### src/rtl/pet_pkg.sv
// Shared action/stat indices, arbiter state encoding and the round-robin pick helper
// for the virtual-pet action scheduler.
package pet_pkg;

    localparam logic [1:0] ACT_FEED  = 2'd0;
    localparam logic [1:0] ACT_HEAL  = 2'd1;
    localparam logic [1:0] ACT_PLAY  = 2'd2;
    localparam logic [1:0] ACT_SLEEP = 2'd3;

    localparam logic [2:0] STAT_FOOD   = 3'd0;
    localparam logic [2:0] STAT_SLEEP  = 3'd1;
    localparam logic [2:0] STAT_FUN    = 3'd2;
    localparam logic [2:0] STAT_HAPPY  = 3'd3;
    localparam logic [2:0] STAT_HEALTH = 3'd4;

    // Actions still allowed while the pet is asleep.
    localparam logic [3:0] SLEEP_LOCK_MASK = (4'b0001 << ACT_HEAL) | (4'b0001 << ACT_SLEEP);

    typedef enum logic [1:0] {
        S_IDLE     = 2'd0,
        S_GRANT    = 2'd1,
        S_COOLDOWN = 2'd2
    } arb_state_e;

    // First set bit of req searching upward (mod 4) from ptr; caller ensures req != 0.
    function automatic logic [1:0] rr_pick(input logic [3:0] req, input logic [1:0] ptr);
        logic [1:0] idx;
        rr_pick = ptr;
        for (int i = 3; i >= 0; i--) begin
            idx = ptr + 2'(i);
            if (req[idx]) rr_pick = idx;
        end
    endfunction

endpackage

### src/rtl/pet_tick_gen.sv
// Second prescaler, decay second counter and rotating decay-stat selector.
// skip_sleep_i drops the sleep stat from the rotation (driven only with PET_SLEEP_LOCK_EN).
module pet_tick_gen
    import pet_pkg::*;
#(
    parameter int unsigned TICK_DIV   = 10000,
    parameter int unsigned DECAY_SECS = 5
) (
    input  logic       clk_i,
    input  logic       rst_ni,
    input  logic       skip_sleep_i,
    output logic       sec_tick_o,
    output logic       decay_stb_o,
    output logic [2:0] decay_sel_o
);

    localparam int unsigned CntW = (TICK_DIV > 1) ? $clog2(TICK_DIV) : 1;
    localparam int unsigned SecW = (DECAY_SECS > 1) ? $clog2(DECAY_SECS) : 1;

    logic [CntW-1:0] cnt_q, cnt_d;
    logic [SecW-1:0] sec_cnt_q, sec_cnt_d;
    logic [2:0]      sel_q, sel_d;
    logic            sec_last;

    assign sec_tick_o  = (cnt_q == CntW'(TICK_DIV - 1));
    assign sec_last    = (sec_cnt_q == SecW'(DECAY_SECS - 1));
    assign decay_stb_o = sec_tick_o && sec_last;
    assign decay_sel_o = sel_q;

    always_comb begin
        cnt_d     = sec_tick_o ? '0 : cnt_q + CntW'(1);
        sec_cnt_d = sec_cnt_q;
        sel_d     = sel_q;
        if (sec_tick_o) begin
            sec_cnt_d = sec_last ? '0 : sec_cnt_q + SecW'(1);
        end
        // Selector holds through the strobe and moves on afterwards.
        if (decay_stb_o) begin
            sel_d = (sel_q == STAT_HEALTH) ? STAT_FOOD : sel_q + 3'd1;
            if (skip_sleep_i && (sel_d == STAT_SLEEP)) sel_d = STAT_FUN;
        end
    end

    always_ff @(posedge clk_i or negedge rst_ni) begin
        if (!rst_ni) begin
            cnt_q     <= '0;
            sec_cnt_q <= '0;
            sel_q     <= STAT_FOOD;
        end else begin
            cnt_q     <= cnt_d;
            sec_cnt_q <= sec_cnt_d;
            sel_q     <= sel_d;
        end
    end

endmodule

### src/rtl/pet_action_scheduler.sv
// Round-robin action arbiter with per-grant cooldown, plus tick/decay generation.
// Optional PET_SLEEP_LOCK_EN: while sleeping_i, mask feed/play and skip sleep-stat decay.
module pet_action_scheduler
    import pet_pkg::*;
#(
    parameter int unsigned TICK_DIV       = 10000,
    parameter int unsigned DECAY_SECS     = 5,
    parameter int unsigned COOLDOWN_TICKS = 2
) (
    input  logic       clk_i,
    input  logic       rst_ni,
    input  logic [3:0] req_i,
    input  logic       sleeping_i,
    output logic [3:0] grant_o,
    output logic       decay_stb_o,
    output logic [2:0] decay_sel_o,
    output logic       sec_tick_o,
    output logic [1:0] state_o
);

    localparam int unsigned CdW = (COOLDOWN_TICKS > 0) ? $clog2(COOLDOWN_TICKS + 1) : 1;

    arb_state_e     state_q, state_d;
    logic [1:0]     winner_q, winner_d;
    logic [1:0]     rr_ptr_q, rr_ptr_d;
    logic [CdW-1:0] cd_cnt_q, cd_cnt_d;
    logic [3:0]     req_eff;
    logic           skip_sleep;

`ifdef PET_SLEEP_LOCK_EN
    assign req_eff    = sleeping_i ? (req_i & SLEEP_LOCK_MASK) : req_i;
    assign skip_sleep = sleeping_i;
`else
    logic unused_sleeping;
    assign unused_sleeping = sleeping_i;
    assign req_eff         = req_i;
    assign skip_sleep      = 1'b0;
`endif

    pet_tick_gen #(
        .TICK_DIV   (TICK_DIV),
        .DECAY_SECS (DECAY_SECS)
    ) u_tick_gen (
        .clk_i        (clk_i),
        .rst_ni       (rst_ni),
        .skip_sleep_i (skip_sleep),
        .sec_tick_o   (sec_tick_o),
        .decay_stb_o  (decay_stb_o),
        .decay_sel_o  (decay_sel_o)
    );

    assign state_o = state_q;

    always_comb begin
        state_d  = state_q;
        winner_d = winner_q;
        rr_ptr_d = rr_ptr_q;
        cd_cnt_d = cd_cnt_q;
        grant_o  = 4'b0000;
        unique case (state_q)
            S_IDLE: begin
                // Decay strobe cycles defer arbitration by one cycle.
                if ((req_eff != 4'b0000) && !decay_stb_o) begin
                    winner_d = rr_pick(req_eff, rr_ptr_q);
                    state_d  = S_GRANT;
                end
            end
            S_GRANT: begin
                grant_o  = 4'b0001 << winner_q;
                rr_ptr_d = winner_q + 2'd1;
                cd_cnt_d = CdW'(COOLDOWN_TICKS);
                state_d  = (COOLDOWN_TICKS == 0) ? S_IDLE : S_COOLDOWN;
            end
            S_COOLDOWN: begin
                if (sec_tick_o) begin
                    cd_cnt_d = cd_cnt_q - CdW'(1);
                    if (cd_cnt_q == CdW'(1)) state_d = S_IDLE;
                end
            end
            default: state_d = S_IDLE;
        endcase
    end

    always_ff @(posedge clk_i or negedge rst_ni) begin
        if (!rst_ni) begin
            state_q  <= S_IDLE;
            winner_q <= 2'd0;
            rr_ptr_q <= 2'd0;
            cd_cnt_q <= '0;
        end else begin
            state_q  <= state_d;
            winner_q <= winner_d;
            rr_ptr_q <= rr_ptr_d;
            cd_cnt_q <= cd_cnt_d;
        end
    end

endmodule

### config.mk
export PLATFORM = sky130hd
export DESIGN_NAME = pet_action_scheduler
export DESIGN_NICKNAME = d
export VERILOG_FILES = /design/src/rtl/pet_pkg.sv /design/src/rtl/pet_tick_gen.sv /design/src/rtl/pet_action_scheduler.sv
export SDC_FILE = /design/constraint.sdc
export NUM_CORES = 1
export LEC_CHECK = 0
export ABC_CLOCK_PERIOD_IN_PS = 1500
export CAP_MARGIN = 20
export CORE_UTILIZATION = 30
export DETAILED_ROUTE_END_ITERATION = 8
export GPL_ROUTABILITY_DRIVEN = 0
export GPL_TIMING_DRIVEN = 0
export PLACE_DENSITY_LB_ADDON = 0.1
export SLEW_MARGIN = 20
export SYNTH_ARGS = -nofsm -noshare
export SYNTH_HDL_FRONTEND = slang
export SYNTH_SLANG_ARGS = --single-unit
export TNS_END_PERCENT = 10
### constraint.sdc
create_clock -name clk_i -period 1.5 [get_ports clk_i]
set_input_delay 0.3 -clock clk_i [delete_from_list [all_inputs] [get_ports clk_i]]
set_output_delay 0.3 -clock clk_i [all_outputs]
set_load 0.02 [all_outputs]
==> results of run 1 <==
through the flow:
stage	hold WS, ps	setup TNS, ps	total power (W)	std cells
5_1_grt	81.9	-3820	0.00242	252
4_1_cts	61.7	-2000	0.00228	249
3_3_place_gp	468	-15550	0.00150	233
3_5_place_dp	372	-5840	0.00154	233
2_1_floorplan	4.41	-529	0.00130	150
6_report	35.7	-1910	0.00227	252
cell usage in the layout (no fill, tap or decap), types with 5 or more instances in the layout:
cell,n
nand3_1,8
a21oi_1,5
nor2_1,14
buf_6,8
inv_1,12
nand2_1,6
dfrtp_1,24
o21ai_0,5
ha_1,9
buf_4,15
xnor2_1,6
kinds of logic after synthesis:
| kind of cell | Yosys count |
|---|---|
| AND/OR/NAND/NOR | 57 |
| adder cells (fa/ha/maj) | 10 |
| buffers and inverters | 16 |
| AO/OA/AOI/OAI | 24 |
| flip-flops | 28 |
| XOR/XNOR | 10 |
| multiplexers | 5 |
power by group:
part	internal (W)	switching (W)
Combinational	0.000370	0.000342
Clock	0.000357	0.000245
Sequential	0.000841	0.000117
Yosys cell counts:
| master | count | area [sq um] |
|---|---|---|
| dfrtp_1 | 28 | 701 |
| nor2_1 | 14 | 52.6 |
| inv_1 | 13 | 48.8 |
| ha_1 | 10 | 125 |
| nand3_1 | 8 | 40.0 |
| o21ai_0 | 8 | 40.0 |
| a21oi_1 | 7 | 35.0 |
| nand2_1 | 6 | 22.5 |
| xnor2_1 | 6 | 52.6 |
| and2_1 | 5 | 31.3 |
| nor2b_1 | 4 | 25.0 |
| xor2_1 | 4 | 35.0 |
| nor3_1 | 3 | 15.0 |
| nor4_1 | 3 | 18.8 |
| a22o_1 | 2 | 17.5 |
| and3_1 | 2 | 12.5 |
| mux2_1 | 2 | 22.5 |
| mux2i_1 | 2 | 20.0 |
| nand4_1 | 2 | 12.5 |
| a2111oi_0 | 1 | 8.76 |
| a22oi_1 | 1 | 7.51 |
| a31o_2 | 1 | 8.76 |
| buf_6 | 1 | 11.3 |
| clkbuf_1 | 1 | 3.75 |
| inv_2 | 1 | 3.75 |
| mux2_2 | 1 | 11.3 |
| nand2b_1 | 1 | 6.26 |
| nand3_2 | 1 | 10.0 |
| nand4_4 | 1 | 21.3 |
| nor2_4 | 1 | 11.3 |
| nor3b_1 | 1 | 7.51 |
| nor3b_2 | 1 | 12.5 |
| nor4_4 | 1 | 21.3 |
| o21ai_2 | 1 | 8.76 |
| o22a_1 | 1 | 8.76 |
| o22ai_1 | 1 | 6.26 |
| o2bb2ai_1 | 1 | 8.76 |
| or2_1 | 1 | 6.26 |
| or2_2 | 1 | 6.26 |
| or3_1 | 1 | 6.26 |
area by class of cell:
type,instances,share of cell area (%)
buffer,2,1.24
multi-input combinational,106,39.8
clock inverter,1,1.49
inverter,14,2.73
tap,67,4.16
timing repair buffer,31,13.5
clock buffer,3,2.05
sequential,28,35.0
final timing paths:
check	startpoint	to	slack, ps	cells after the start
min in group clk_i	u_tick_gen.sec_cnt_q[2]	u_tick_gen.sec_cnt_q[2]	490	1
max in group asynchronous	rst_ni	winner_q[0]	1000	1
worst max-delay path	u_tick_gen.cnt_q[5]	sec_tick_o	-330	5
worst min-delay path	rst_ni	u_tick_gen.cnt_q[10]	40	1
worst min register to register	u_tick_gen.sec_cnt_q[2]	u_tick_gen.sec_cnt_q[2]	490	1
worst max register to register	u_tick_gen.cnt_q[5]	u_tick_gen.decay_sel_o[1]	-150	5
what timing repair did:
item / in CTS / in global routing
setup endpoints to repair: 27 / 25
buffers inserted: 12 / 3
resized for setup: 47 / 14
pin swaps: 4 / 5
registers in the layout, summed over array words and instances (netlist names):
signal                  count
cd_cnt_q                    2
rr_ptr_q                    2
state_o                     2
u_tick_gen.cnt_q           14
u_tick_gen.decay_sel_o      3
u_tick_gen.sec_cnt_q        3
winner_q                    2
per-layer routing:
metal,track usage [%],up-vias,share of wire [%]
li1,-,585,-
met1,18.7,570,51
met2,21.1,13,46
met3,2.33,4,2.0
met4,5.01,0,1.2
met5,0,-,0
worst max-delay path, stage by stage, from the launching register on:
cell,delay (ps)
dfrtp_2,450
nor4_4,300
nand4_4,200
inv_4,90
buf_6,100
buf_6,100
==> flow_summary.ini, run 1 <==
[final_layout]
diodes = 0
finalCoreUtilization_pct = 41.8
area_delta_synth_final_pct = 32.2
nNetsFinal = 203
register_area_sq_um = 706
layout-drive-gt1-share_pct = 28.6
fin_area_sq_um = 2010
multi_input_area_sq_um = 802
fillers = 485

[cts]
cts_root_buf = clkbuf_8
cts_htree_levels = 1
clock_latency_ps = 280
holdBufCountCts = 0
cts-buffers-inserted = 3
cts_tree = built
cts.sinks = 28
path_clk_slew_ps = 100
cts.path.max_buffers = 2

[placement]
io_buffers = 16
post_dp_cell_area_sq_um = 1780
pre_cts_ws_ps = -758
hpwl_mm = 2.17

[sta]
rsz0062_at_grt = yes
hold_viol = 0
setup_viol = 15
period_needed_ps = 1830
skew_ps = 7.62
worst_pin_slew_ps = 645
slew_headroom_pct = 57.0
timing.final.crit_share_pct = 122
fmax_mhz = 546
setup_ws_ps = -332
maxSlewViolCount = 0

[detailed_routing]
route.detailed.drc = 0
ant_nets = 0
vias_per_cell = 4.65
drtPass1Iterations = 4
wl_per_cell_um = 12.8
vias = 1172
routed_wl_mm = 3.22
drtIter0Drc = 27

[synthesis]
synthAdderAreaFrac_pct = 8.21
ys_ff_latch = 28
yosys.area_share.simple_pct = 22.2
synth.net_count = 167
yosysSeqAreaShare_pct = 46.0
syn_avg_cell_area_sq_um = 10.2
syn_inst = 150
synth_xor_area_share_pct = 5.75
synth.distinct_cells = 40
synth.mux.area_fraction_pct = 3.53
synth_area_sq_um = 1520
ys.warnings.count = 0
synth_compound_area_share_pct = 9.85
synth_top_family_by_area = simple AND/OR/NAND/NOR gates

[worst_setup_path]
crit_type = reg -> out
worstPathRequired_ps = 1200
endpoint_kind = output pin
crit_fanout = 4
cp-start-kind = register
crit_arrival_ps = 1530

[status]
violations = setup timing
outcome = finished with violations

[power_and_ir_drop]
powerDensity_nw_per_um2 = 1130
ir_drop_mv = 0.441
p_leak_nw = 0.940

[floorplan]
die_w_um = 73.3
start_util_pct = 31.6
io_pins = 18
die_h_um = 73.3
core_region_area_sq_um = 4820
num_rows = 25
die-area_sq_um = 5370

[grt]
grt_pass1_wl_mm = 5.47
antenna_found_initial = 0
grt-ovfl-total = 0
grt_pass1_vias = 1194
grt_max_degree = 29
grt_usage_pct = 13.5

[worst_hold_path]
min_path_type = in -> async

[job]
cap_violations = 0
No activity file was read; power rests on OpenSTA's default activity.
==> run 2: changes to the inputs <==
- CORE_MARGIN: default -> 1.5
- CTS_BUF_LIST: default -> sky130_fd_sc_hd__clkbuf_4 sky130_fd_sc_hd__clkbuf_8
- HOLD_SLACK_MARGIN: default -> 0.12
==> run 2 against run 1 <==
  * The run still ends with setup timing left
  * Global-route usage fell by 0.27 points
  * Die area increased by 2.7%
  * Clock-buffer cell count unchanged
  * Design area is 2.2% lower
  * Critical path type unchanged
  * Largest power group unchanged
==> flow_summary.ini, run 2 (synthesis gave the netlist of run 1 again) <==
[floorplan]
num_rows = 25
io_pins = 18
die_w_um = 74.3
die_h_um = 74.3
die-area_sq_um = 5520
start_util_pct = 31.6
core_region_area_sq_um = 4820

[status]
violations = setup timing
outcome = finished with violations

[detailed_routing]
drtPass1Iterations = 4
met3WireLength_um = 90
routed_wl_mm = 3.14
wl_met2_mm = 1.44
wl_met1_mm = 1.59
drtIter0Drc = 109
highest_layer = met4
wl_per_cell_um = 12.6
vias_per_cell = 4.63
vias = 1152
ant_nets = 0
route.detailed.drc = 0

[cts]
cts_root_buf = clkbuf_8
cts-buffers-inserted = 3
cts.sinks = 28
cts_tree = built
clock_latency_ps = 270
cts_htree_levels = 1
cts.path.max_buffers = 2
path_clk_slew_ps = 100

[power_and_ir_drop]
p_total_w = 0.00202
p_leak_nw = 0.917
ir_drop_mv = 0.501
powerDensity_nw_per_um2 = 1020

[sta]
whs_ps = 499
setup_tns_ps = -1790
setup_ws_ps = -318
hold_viol = 0
skew_ps = 4.41
period_needed_ps = 1820
slew_headroom_pct = 57.3
maxSlewViolCount = 0
worst_pin_slew_ps = 640
timing.final.crit_share_pct = 121
fmax_mhz = 550
setup_viol = 19
rsz0062_at_grt = yes

[job]
cap_violations = 0

[final_layout]
fillers = 513
largest_reg_flops = 14
diodes = 0
final_cell_mix = dfrtp_1 (24), nor2_1 (14), inv_1 (13)
register_area_sq_um = 706
final_common_cell = dfrtp_1
layout-drive-gt1-share_pct = 25.3
multi_input_area_sq_um = 797
nNetsFinal = 201
layoutNonFillerInstCount = 249
top_register = u_tick_gen.cnt_q
area_delta_synth_final_pct = 29.2
finalCoreUtilization_pct = 40.9

[placement]
io_buffers = 16
hpwl_mm = 2.14
dp_cells = 233

[grt]
grt-ovfl-total = 0
grt_usage_pct = 13.2
grt_max_degree = 29
grt_pass1_wl_mm = 5.60
grt_pass1_vias = 1117
antenna_found_initial = 0

[worst_setup_path]
endpoint_kind = output pin
crit_arrival_ps = 1520
setup.reg_to_reg.worst_slack_ps = -230
crit_fanout = 4
r2r-start = u_tick_gen.cnt_q[0]
cp-start-kind = register
crit_type = reg -> out
r2r_end = winner_q[1]
worst-r2r-cell-count = 7
worstPathRequired_ps = 1200

[worst_hold_path]
holdPathEnd = u_tick_gen.sec_cnt_q[2]
min_path_cells = 1
hp-start = u_tick_gen.sec_cnt_q[2]
min_path_type = reg -> reg
## run 2: power breakdown
part	total, W	internal, W	switching (W)
clock	0.000411	0.000180	0.000231
combinational	0.000650	0.000328	0.000322
sequential	0.000955	0.000841	0.000114
total	0.00202	0.00135	0.000667
## run 2: area by class of cell
class / instances / area share, %
tap: 67 / 4.26
inverter: 14 / 2.80
timing repair buffer: 29 / 13.2
multi-input combinational: 106 / 40.5
sequential: 28 / 35.8
buffer: 2 / 1.33
clock buffer: 3 / 2.10
## run 2: metal layers
layer	up-vias	global-route usage, %
li1	580	-
met1	554	19.7
met2	16	19.8
met3	2	2.98
met4	0	2.42
met5	-	0
## run 2: what timing repair did
| action | CTS | global route |
|---|---|---|
| resized for setup | 44 | 13 |
| pin swaps | 3 | 2 |
| endpoints found under the setup margin | 28 | 24 |
| hold buffers | 1 | 0 |
| setup buffers | 10 | 2 |
| endpoints found under the hold margin | 28 | 0 |
| gates cloned | 0 | 0 |
## run 2: metrics by stage
stage / area, sq um / worst slack, ps
final: 1970 / -318
after global routing: 1970 / -411
after CTS: 1920 / -353
after detailed placement: 1780 / -764
after global placement: 1780 / -744
after floorplan: 1540 / -88.3
## run 2: worst max-delay path: stages (launching register included)
cell and delay (ps):
dfrtp_1 360, ha_2 200, and3_4 220, nand4_4 160, inv_4 100, buf_6 100
buf_6 100
## run 2: worst max path at each step
stage | start | end | slack (ps)
2_1_floorplan | u_tick_gen.cnt_q[0] | u_tick_gen.decay_sel_o[0] | -90
3_3_place_gp | u_tick_gen.cnt_q[11] | sec_tick_o | -740
3_5_place_dp | u_tick_gen.cnt_q[0] | sec_tick_o | -760
4_1_cts | u_tick_gen.cnt_q[5] | sec_tick_o | -350
5_1_grt | u_tick_gen.cnt_q[5] | sec_tick_o | -410
6_report | u_tick_gen.cnt_q[0] | sec_tick_o | -320
